**src/rtl/if_fetch_unit.sv**
```systemverilog
// if_fetch_unit: instruction fetch stage.
// Holds the fetch PC and presents the fetched instruction to the IF/ID register.
// Instr_F, BD_F and Exc_Code_F are combinational, so they appear in the same cycle as PC_F.
//
// Optional feature: define IF_ADDR_EXC_EN to enable the AdEL check on the fetch PC.
// The check covers alignment and the 0x3000..0x6FFC fetch window.
// When the macro is undefined, Exc_Code_F is constant 0.
//
// Ports:
//   clk          in   system clock, rising-edge active
//   reset        in   synchronous, active-high reset (PC <- 0x0000_3000)
//   Req          in   exception/interrupt request; PC <- 0x0000_4180, ignores stall
//   PC_en        in   fetch advance enable (0 = PC holds)
//   Redirect_D   in   branch/jump taken in D stage
//   Target_D     in   redirect target [31:0]
//   Eret_D       in   eret in D stage (beats Redirect_D)
//   EPC          in   eret return address [31:0]
//   Is_BJ_D      in   D-stage instruction is a branch/jump
//   i_inst_rdata in   instruction word for i_inst_addr [31:0]
//   i_inst_addr  out  instruction memory address (= PC_F) [31:0]
//   PC_F         out  fetch PC [31:0]
//   Instr_F      out  fetched instruction, nop when faulting or after eret [31:0]
//   BD_F         out  delay-slot flag
//   Exc_Code_F   out  fetch exception code [4:0] (0 none, 4 AdEL)
module if_fetch_unit (
  input  logic        clk,
  input  logic        reset,
  input  logic        Req,
  input  logic        PC_en,
  input  logic        Redirect_D,
  input  logic [31:0] Target_D,
  input  logic        Eret_D,
  input  logic [31:0] EPC,
  input  logic        Is_BJ_D,
  input  logic [31:0] i_inst_rdata,
  output logic [31:0] i_inst_addr,
  output logic [31:0] PC_F,
  output logic [31:0] Instr_F,
  output logic        BD_F,
  output logic [4:0]  Exc_Code_F
);

  localparam int unsigned ADDR_W = 32;
  localparam int unsigned EXC_W  = 5;

  localparam logic [ADDR_W-1:0] RESET_PC   = 32'h0000_3000;
  localparam logic [ADDR_W-1:0] HANDLER_PC = 32'h0000_4180;
  localparam logic [ADDR_W-1:0] PC_STEP    = 32'h0000_0004;
  localparam logic [EXC_W-1:0]  EXC_NONE   = 5'd0;
  localparam logic [EXC_W-1:0]  EXC_ADEL   = 5'd4;

  // Initialised so simulation starts at the reset vector even before the first reset.
  logic [ADDR_W-1:0] pc = RESET_PC;
  logic              addr_fault;

  // PC update: reset > Req > stall > eret > redirect > sequential.
  always_ff @(posedge clk) begin
    if (reset) begin
      pc <= RESET_PC;
    end else if (Req) begin
      pc <= HANDLER_PC;
    end else if (PC_en) begin
      if (Eret_D) begin
        pc <= EPC;
      end else if (Redirect_D) begin
        pc <= Target_D;
      end else begin
        pc <= ADDR_W'(pc + PC_STEP);
      end
    end
  end

`ifdef IF_ADDR_EXC_EN
  localparam logic [ADDR_W-1:0] FETCH_LO = 32'h0000_3000;
  localparam logic [ADDR_W-1:0] FETCH_HI = 32'h0000_6FFC;

  // Misaligned or outside the fetch window.
  assign addr_fault = (pc[1:0] != 2'b00) || (pc < FETCH_LO) || (pc > FETCH_HI);
`else
  assign addr_fault = 1'b0;
`endif

  assign i_inst_addr = pc;
  assign PC_F        = pc;

  // The slot after eret is discarded, so it never excepts and is never a delay slot.
  assign Exc_Code_F  = (addr_fault && !Eret_D) ? EXC_ADEL : EXC_NONE;
  assign Instr_F     = (addr_fault || Eret_D) ? 32'h0000_0000 : i_inst_rdata;
  assign BD_F        = Is_BJ_D && !Eret_D;

endmodule

```
**config.mk**
```make
export PLATFORM = sky130hd
export DESIGN_NAME = if_fetch_unit
export DESIGN_NICKNAME = d
export VERILOG_FILES = /design/src/rtl/if_fetch_unit.sv
export SDC_FILE = /design/constraint.sdc
export NUM_CORES = 1
export LEC_CHECK = 0
export CORE_ASPECT_RATIO = 1.25
export CORE_MARGIN = 2
export CORE_UTILIZATION = 38
export DETAILED_ROUTE_END_ITERATION = 10
export GPL_ROUTABILITY_DRIVEN = 0
export PLACE_DENSITY = 0.95
export SLEW_MARGIN = 20
export SYNTH_ARGS = -nofsm -noshare
export SYNTH_HDL_FRONTEND = slang
export SYNTH_SLANG_ARGS = --single-unit
```
**constraint.sdc**
```tcl
create_clock -name clk -period 4.8 [get_ports clk]
set_input_delay 0.72 -clock clk [delete_from_list [all_inputs] [get_ports clk]]
set_output_delay 0.72 -clock clk [all_outputs]
set_load 0.05 [all_outputs]
```
==> impl_metrics.json <==
{
  "status": "complete, no violations",
  "hold_depth": 2,
  "insertion_delay_ns": 0.28,
  "hp-class": "reg2reg",
  "cts_resized": 0,
  "fin_crit_sh_pct": 67.6,
  "ys_seq_area_share_pct": 23.3,
  "synth_seq_cells": 32,
  "dieArea_mm2": 0.00793,
  "drc": 0,
  "cap_viol_max_count": 0,
  "r2r_start": "PC_F[3]",
  "worstSetupPathType": "in2out",
  "crit_required_ns": 4.08,
  "dp_hpwl_um": 8850,
  "yosysWarningCount": 0,
  "n_fill_cell": 575,
  "wl_met3_um": 1550,
  "r2r_end": "PC_F[26]",
  "die_y_um": 99.1,
  "antenna_found_initial": 3,
  "worstSetupEndpointType": "output pin",
  "port_buffers": 199,
  "numCtsBuffers": 5,
  "areaGrowthSynthToFinish_pct": 67.7,
  "reg2reg_slack_ns": 2.29,
  "fin_nets": 637,
  "cts_setup_buffers": 0,
  "syn_area_per_cell_um2": 7.18,
  "grt_usage_pct": 28.4,
  "drt_iter0_drc": 425,
  "synth_top_flop_cell": "dfxtp_1",
  "largest_reg_flops": 30,
  "die_w_um": 80.1,
  "min_to": "PC_F[30]",
  "grt_pass1_vias": 3520,
  "netlist_area_mm2": 0.00275,
  "critPathLaunchType": "input pin",
  "mostFrequentLayoutCells": "198 x clkdlybuf4s50_1, 35 x nor2b_1, 35 x nor2_1, 32 x dfxtp_1, 25 x nand2_1",
  "fin_crit_ns": 3.24,
  "first_pass_iters": 8,
  "top_layer_used": "met5",
  "holdBufCountCts": 0,
  "setup_viol": 0,
  "maxSlewHeadroom_pct": 39.5,
  "tns_ns": 0,
  "drive_gt1_share_pct": 4.12,
  "clock_sinks": 32,
  "grt_pass1_wl_um": 17700,
  "async_reset_ff_share_pct": 0,
  "viasPerCell": 5.88,
  "synthDistinctLibCells": 51,
  "tritoncts": "done",
  "io_pins": 205,
  "synth-edff-count": 0,
  "cts_root_buf": "clkbuf_8",
  "core_area_mm2": 0.00698,
  "cts_buffer_depth": 2,
  "htreeDepth": 2,
  "drt-total-wl_um": 11700,
  "finClkSkew_ns": 0.00596,
  "r2r_cells": 6,
  "syn_inst": 383,
  "grt_max_degree": 41,
  "routed-via-count": 3684,
  "rsz0062_at_grt": "no",
  "cellLeakagePower_nw": 1.62,
  "max_freq_ghz": 0.308,
  "vdd_ir_drop_max_mv": 0.143,
  "postRouteAntennaNets": 0,
  "drt-wirelength-per-cell_um": 18.7,
  "clkSlewWorstSetupHoldPaths_ns": 0.07,
  "rows": 34,
  "max_slew.worst_pin.slew_ns": 0.904,
  "hp-start": "PC_F[30]",
  "m1WireLength_um": 4060,
  "cp_max_fo": 39,
  "grt_remaining_overflow": 0,
  "final_max_slew_viol_count": 0,
  "final_common_cell": "clkdlybuf4s50_1",
  "timing.hold.ws_ns": 0.565,
  "met2_length_um": 5680,
  "cp_data_arrival_time_ns": 2.52,
  "initial_core_util_pct": 39.4,
  "finalHoldViolations": 0,
  "power.density_mw_per_mm2": 201
}
## critical path, cell delays in order
cell             delay [ns]
buf_2                  0.51
buf_4                  0.45
nor2b_1                0.11
clkdlybuf4s50_1        0.71
## final cells by class
cell class | count | area, µm² | area share (%)
flip-flops and latches | 32 | 641 | 13.9
repair buffers | 203 | 2020 | 43.8
well taps | 90 | 113 | 2.44
inverters | 5 | 18.8 | 0.407
clock buffers | 8 | 90.1 | 1.95
multi-input cells | 286 | 1730 | 37.4
diodes | 2 | 5.00 | 0.109
## routing by layer
layer | vias to the layer above | global-route usage [%]
met5 | - | 0
met4 | 2 | 10.2
met3 | 54 | 9.44
met2 | 277 | 48.5
met1 | 1677 | 32.9
li1 | 1674 | -
## cells in the mapped netlist (6+ instances only)
cell / n / area [µm²]
a21oi_1: 19 / 95.1
a22oi_1: 12 / 90.1
and3_1: 6 / 37.5
buf_4: 37 / 278
clkbuf_1: 26 / 97.6
dfxtp_1: 32 / 641
mux2i_1: 6 / 60.1
nand2_1: 25 / 93.8
nand3_1: 19 / 95.1
nand4_1: 9 / 56.3
nor2_1: 35 / 131
nor2b_1: 35 / 219
nor3_1: 11 / 55.1
o21ai_0: 24 / 120
or3_1: 6 / 37.5
## power by group
group,internal (mW),switching (mW),leakage [nW]
Clock,0.117,0.0974,0.0455
Combinational,0.173,0.238,1.31
Sequential,0.277,0.0214,0.262
Total,0.568,0.357,1.62
## logic make-up (layout without fill, tap and decap cells)
logic type	count (synthesis)	in the layout	share of synthesized area [%]
AND/OR/NAND/NOR	168	168	32.8
AO/OA/AOI/OAI	105	105	26.3
buffers and inverters	69	216	14.5
flip-flops	32	32	23.3
multiplexers	7	7	2.59
adder cells (fa/ha/maj)	1	1	0.455
other	1	7	0.136
## through the flow
step                      total power, mW  util (%)  instance area [µm²]  setup slack (ns)  instances
after floorplan                     0.548         -                 2760              2.07        387
after global routing                0.957      66.0                 4600              1.45        624
after detailed placement            0.712      64.7                 4510              1.57        616
after CTS                           0.924      66.0                 4600              1.58        624
final                               0.925      66.1                 4610              1.56        626
after global placement              0.707      64.7                 4510              1.63        616
## worst max-delay path by stage
stage / startpoint / end / slack [ns] / cells past startpoint
6_report: Eret_D / Instr_F[3] / 1.56 / 4
5_1_grt: Eret_D / Instr_F[29] / 1.45 / 4
4_1_cts: Eret_D / Instr_F[21] / 1.58 / 4
3_5_place_dp: Eret_D / Instr_F[21] / 1.57 / 4
3_3_place_gp: Eret_D / Instr_F[9] / 1.63 / 4
2_1_floorplan: Eret_D / Instr_F[10] / 2.07 / 4
Note: power is estimated with default switching activity, not from simulation.
